File: config.mk
export PLATFORM = sky130hd
export DESIGN_NAME = tap_frequency_meter
export DESIGN_NICKNAME = d
export VERILOG_FILES = /design/src/rtl/tap_frequency_meter.sv
export SDC_FILE = /design/constraint.sdc
export NUM_CORES = 1
export LEC_CHECK = 0
export BUFFER_PORTS_ARGS = -buffer_cell sky130_fd_sc_hd__buf_2
export CORE_UTILIZATION = 45
export DETAILED_ROUTE_END_ITERATION = 6
export PLACE_DENSITY = 0.62
export SYNTH_ARGS = -nofsm -noshare
export SYNTH_HDL_FRONTEND = slang
export SYNTH_SLANG_ARGS = --single-unit
export TNS_END_PERCENT = 20
File: constraint.sdc
create_clock -name io_in -period 3.3 [get_ports io_in]
set_input_delay 0.66 -clock io_in [delete_from_list [all_inputs] [get_ports io_in]]
set_output_delay 0.66 -clock io_in [all_outputs]
set_load 0.01 [all_outputs]
File: src/rtl/tap_frequency_meter.sv
// Gated edge counter for a divided tap: resynchronises io_in[2], counts rising edges
// over a 2^(GATE_BASE_LOG2+2*gsel) clock window and shows the latched count on io_out.
module tap_frequency_meter #(
  parameter int SYNC_STAGES    = 2,
  parameter int CNT_W          = 16,
  parameter int GATE_BASE_LOG2 = 6
) (
  input  logic [7:0] io_in,
  output logic [7:0] io_out
);

  localparam int TMR_W = GATE_BASE_LOG2 + 6;

  typedef enum logic {IDLE = 1'b0, COUNT = 1'b1} state_t;

  logic       clk;
  logic       rst_n;
  logic       sig;
  logic       hold;
  logic [1:0] gsel;
  logic [1:0] dsel;

  assign clk   = io_in[0];
  assign rst_n = io_in[1];
  assign sig   = io_in[2];
  assign gsel  = io_in[4:3];
  assign hold  = io_in[5];
  assign dsel  = io_in[7:6];

  state_t             state_q, state_d;
  logic [SYNC_STAGES-1:0] sync_ff;
  logic               sync_q;
  logic               prev_q;
  logic               rise;
  logic [TMR_W-1:0]   timer_q, timer_d;
  logic [TMR_W-1:0]   gate_last;
  logic [CNT_W-1:0]   count_q, count_d;
  logic [CNT_W-1:0]   result_q, result_d;
  logic               ovf_run_q, ovf_run_d;
  logic               ovf_q, ovf_d;
  logic               valid_q, valid_d;
  logic [1:0]         gsel_q, gsel_d;
  logic               count_sat;
  logic [CNT_W+7:0]   result_ext;

  assign sync_q    = sync_ff[SYNC_STAGES-1];
  assign rise      = sync_q & ~prev_q;
  assign count_sat = (count_q == {CNT_W{1'b1}});

  // For gsel_q==3 the shift reaches TMR_W, wrapping to zero so W-1 becomes all ones.
  always_comb begin
    gate_last = (TMR_W'(1) << (GATE_BASE_LOG2 + 2 * int'(gsel_q))) - TMR_W'(1);
  end

  always_comb begin
    state_d   = state_q;
    timer_d   = timer_q;
    count_d   = count_q;
    ovf_run_d = ovf_run_q;
    result_d  = result_q;
    ovf_d     = ovf_q;
    valid_d   = valid_q;
    gsel_d    = gsel_q;
    case (state_q)
      IDLE: begin
        state_d   = COUNT;
        gsel_d    = gsel;
        timer_d   = '0;
        count_d   = '0;
        ovf_run_d = 1'b0;
      end
      COUNT: begin
        timer_d = timer_q + TMR_W'(1);
        if (rise) begin
          if (count_sat) ovf_run_d = 1'b1;
          else           count_d   = count_q + CNT_W'(1);
        end
        // A rise in the closing cycle is folded into the latched result.
        if (timer_q == gate_last) begin
          if (!hold) begin
            result_d = count_sat ? count_q : count_q + CNT_W'(rise);
            ovf_d    = ovf_run_q | (count_sat & rise);
            valid_d  = 1'b1;
          end
          count_d   = '0;
          ovf_run_d = 1'b0;
          timer_d   = '0;
          gsel_d    = gsel;
        end
      end
      default: state_d = IDLE;
    endcase
  end

  always_ff @(posedge clk) begin
    if (!rst_n) begin
      state_q   <= IDLE;
      sync_ff   <= '0;
      prev_q    <= 1'b0;
      timer_q   <= '0;
      count_q   <= '0;
      ovf_run_q <= 1'b0;
      result_q  <= '0;
      ovf_q     <= 1'b0;
      valid_q   <= 1'b0;
      gsel_q    <= 2'b00;
    end else begin
      state_q   <= state_d;
      sync_ff   <= {sync_ff[SYNC_STAGES-2:0], sig};
      prev_q    <= sync_q;
      timer_q   <= timer_d;
      count_q   <= count_d;
      ovf_run_q <= ovf_run_d;
      result_q  <= result_d;
      ovf_q     <= ovf_d;
      valid_q   <= valid_d;
      gsel_q    <= gsel_d;
    end
  end

  // Zero-extension makes the upper byte read 0x00 when CNT_W is 8.
  assign result_ext = {8'h00, result_q};

  always_comb begin
    io_out = 8'h00;
    case (dsel)
      2'b00: io_out = result_q[7:0];
      2'b01: io_out = result_ext[15:8];
      2'b10: io_out = {valid_q, ovf_q, gsel_q, hold, sync_q, (state_q == COUNT), 1'b0};
      2'b11: io_out = count_q[7:0];
      default: io_out = 8'h00;
    endcase
  end

endmodule

==> impl_metrics.toml <==
[status]
status = "complete, but fails checks"
violations = "negative hold slack"

[synthesis]
synth_edf_count = 0
seq_area_frac_synth_pct = 38.49
yosys.cell_types.count = 47
syn_nets = 309
synth_area_um2 = 2756
ys.flop_type = "dfxtp_1"
netlist_instances = 296
synthArstFlopShare_pct = 0
yosysMostFrequentCell = "dfxtp_1"
synth_top_area_cell = "dfxtp_1"
netlist.area_leader.share_pct = 38.49
yosys-top-cells-count = "dfxtp_1, nor2_1, xor2_1"
avgSynthCellArea_um2 = 9.312
yosysWarnings = 0
synth_area_leaders = "dfxtp_1, xor2_1, nor2_1"
ys_ff_latch = 53

[timing]
tightest_slew_ns = 0.5766
fin_tns_setup_ns = 0
slew_headroom_pct = 61.48
whs_ns = -0.1907
slew_violations = 0
rsz0062_at_grt = "no"
hold_violations = 3
fin_ws_ns = 0.1262
finClkSkew_ns = 0.009893
finalSetupViolCount = 0

[detailed_routing]
drt_iter0_drc = 283
vias_per_cell = 6.010
num_vias = 2380
first_pass_iters = 7
wl_per_cell_um = 18.31
drc = 0
wl_um = 7252
antenna_left = 0

[finish]
ff_latch_area_um2 = 1061
nets = 326
multi_input_area_um2 = 1598
drive_gt1_share_pct = 16.82
antenna_cells = 0
final_util_pct = 54.69
areaGrowthSynthToFinish_pct = 17.48
final_cell_count_no_fill = 396
fillCellCount = 524

[placement]
place.gp.congestion = 0.8583
placedCellCount = 361
pre_cts_ws_ns = 0.4243
hpwlAfterDp_um = 4153
io_buffers = 8

[global_route]
grt_util_met3_pct = 22.05
grt.overflow.total = 0
grt_start_max_net_pins = 17
first_global_vias = 2843
grt_pass1_wl_um = 12730
track_usage_pct = 25.33
grt_use_met2_pct = 26.84
antenna_found_initial = 0
busiest_layer = "met4"
met1_usage_pct = 26.31

[clock_network]
cts_hold_repair.buffers = 0
clk_latency_ns = 0.31
postCtsSetupBuffers = 0
cts_tree = "built"
clk_pin_slew_ns = 0.10
cts_resized = 0

[power_and_ir_drop]
power.leakage_nw = 1.429
switchingPower_mw = 1.155
clkPwrFrac_pct = 77.2
power_density_nw_per_um2 = 967.1
p_sw_share_pct = 36.88
p_comb_share_pct = 0
p_int_mw = 1.977
p_seq_share_pct = 22.8
vdd_drop_max_mv = 0.5159

[floorplanning]
rows = 28
die_area_um2 = 6442
die_h_um = 80.27
pin_count = 16
die_width_um = 80.27
core-area_um2 = 5921
initial_core_util_pct = 46.56

[setup_path]
crit_family = "multiplexers"
worstSetupPathType = "clock port to output port"
cp.depth = 4
endpoint_kind = "output port"
worstPathArrival_ns = 2.51
slowest_stage = "mux4_1"
critPathRequiredTime_ns = 2.64
critical_path.most_common_cell = "clkbuf_8"
crit_path_start_kind = "clock port"
ff2ff_path_depth = 7
crit_chain = "clkbuf_8 > clkbuf_8 > mux4_1 > buf_2"
max_stage_delay_ns = 0.44
crit_buf_inv = 3
critPathMaxFanout = 4

[flow_run]
cap_violations = 0

[min_path]
hp-class = "clock port to flip-flop"
holdPathStages = 1
-- sequential cells by signal (all words and copies together) (netlist names) --
register and count:
sync_ff 2, gsel_q 2, valid_q 1, prev_q 1, count_q 16, ovf_q 1, timer_q 12, state_q 1
ovf_run_q 1, result_q 16
-- cell usage in the layout, fill, tap and decap left out, types with 2 or more instances in the layout --
| master | instances |
|---|---|
| nand4_1 | 12 |
| or3_1 | 3 |
| clkbuf_1 | 3 |
| mux2_2 | 2 |
| clkbuf_8 | 25 |
| xnor2_1 | 12 |
| nor2_1 | 35 |
| o31ai_1 | 2 |
| nand3_1 | 15 |
| o21ai_1 | 2 |
| bufinv_16 | 2 |
| and3_1 | 6 |
| a21oi_1 | 9 |
| inv_1 | 3 |
| dfxtp_1 | 53 |
| and4_1 | 3 |
| clkinv_1 | 2 |
| a31oi_1 | 9 |
| nand2b_1 | 3 |
| a311oi_1 | 2 |
| or4_1 | 2 |
| mux4_2 | 5 |
| buf_2 | 8 |
| nor3_1 | 5 |
| ha_1 | 5 |
| nand2_1 | 18 |
| a21boi_1 | 3 |
| o21ai_0 | 12 |
| nand4_2 | 3 |
| nor2b_1 | 6 |
| mux2i_1 | 5 |
| o21a_1 | 2 |
| nor4_1 | 2 |
| and2_1 | 5 |
| o211ai_1 | 2 |
| mux4_1 | 2 |
| xor2_1 | 19 |
-- kinds of logic after synthesis --
| kind of cell | Yosys count | synth area share (%) |
|---|---|---|
| compound gates | 50 | 11.98 |
| buf+inv | 20 | 3.540 |
| simple gates | 123 | 25.24 |
| fa+ha+maj | 5 | 2.270 |
| mux | 14 | 8.625 |
| xor+xnor | 31 | 9.850 |
| flops | 53 | 38.49 |
-- worst paths after layout --
path,from,slack [ns],endpoint
setup reg to reg,gsel_q[1],0.98,result_q[10]
hold reg to reg,sync_ff[0],0.45,sync_ff[1]
setup / recovery,io_in[7],0.13,io_out[6]
hold / removal,io_in[2],-0.19,sync_ff[0]
-- worst reg2reg max path, stage by stage, from the launching register on --
cell,delay (ns)
dfxtp_1,0.45
or3_1,0.42
a21oi_1,0.46
o211a_2,0.30
clkbuf_8,0.17
clkbuf_8,0.16
o211ai_1,0.14
a21boi_1,0.17
-- power groups by stage --
stage | Combinational [mW] | Clock (mW) | Sequential [mW]
final | 0.000000489 | 2.42 | 0.715
after global routing | 0.000000489 | 2.70 | 0.715
after CTS | 0.000000489 | 2.52 | 0.715
after detailed placement | 0.000000489 | 0.817 | 0.736
after global placement | 0.000000489 | 0.817 | 0.736
after floorplan | 0.000000530 | 0.957 | 0.736
-- final cells by class --
type,instances,share of cell area (%)
Clock buffer,36,12.21
Clock inverter,7,2.550
Inverter,2,0.2318
Multi-Input combinational cell,223,49.34
Sequential cell,53,32.77
Tap cell,75,2.898
-- per-stage QoR --
| step | power [mW] | instance area, um2 | hold WS [ns] |
|---|---|---|---|
| 6_report | 3.131 | 3238 | -0.1907 |
| 3_5_place_dp | 1.553 | 2800 | 0.02772 |
| 3_3_place_gp | 1.553 | 2800 | 0.02772 |
| 5_1_grt | 3.418 | 3238 | -0.1900 |
| 2_1_floorplan | 1.694 | 2756 | 0.02772 |
| 4_1_cts | 3.234 | 3238 | -0.1932 |
-- per-layer routing --
layer  vias to the layer above  wire length (um)  part of all wire (%)
met5                         -                 0                     0
met2                       137              3032                    42
li1                       1108                 -                     -
met1                      1096              3034                    42
met3                        39               815                    11
met4                         0               369                   5.1
(Power assumes the default switching activity.)
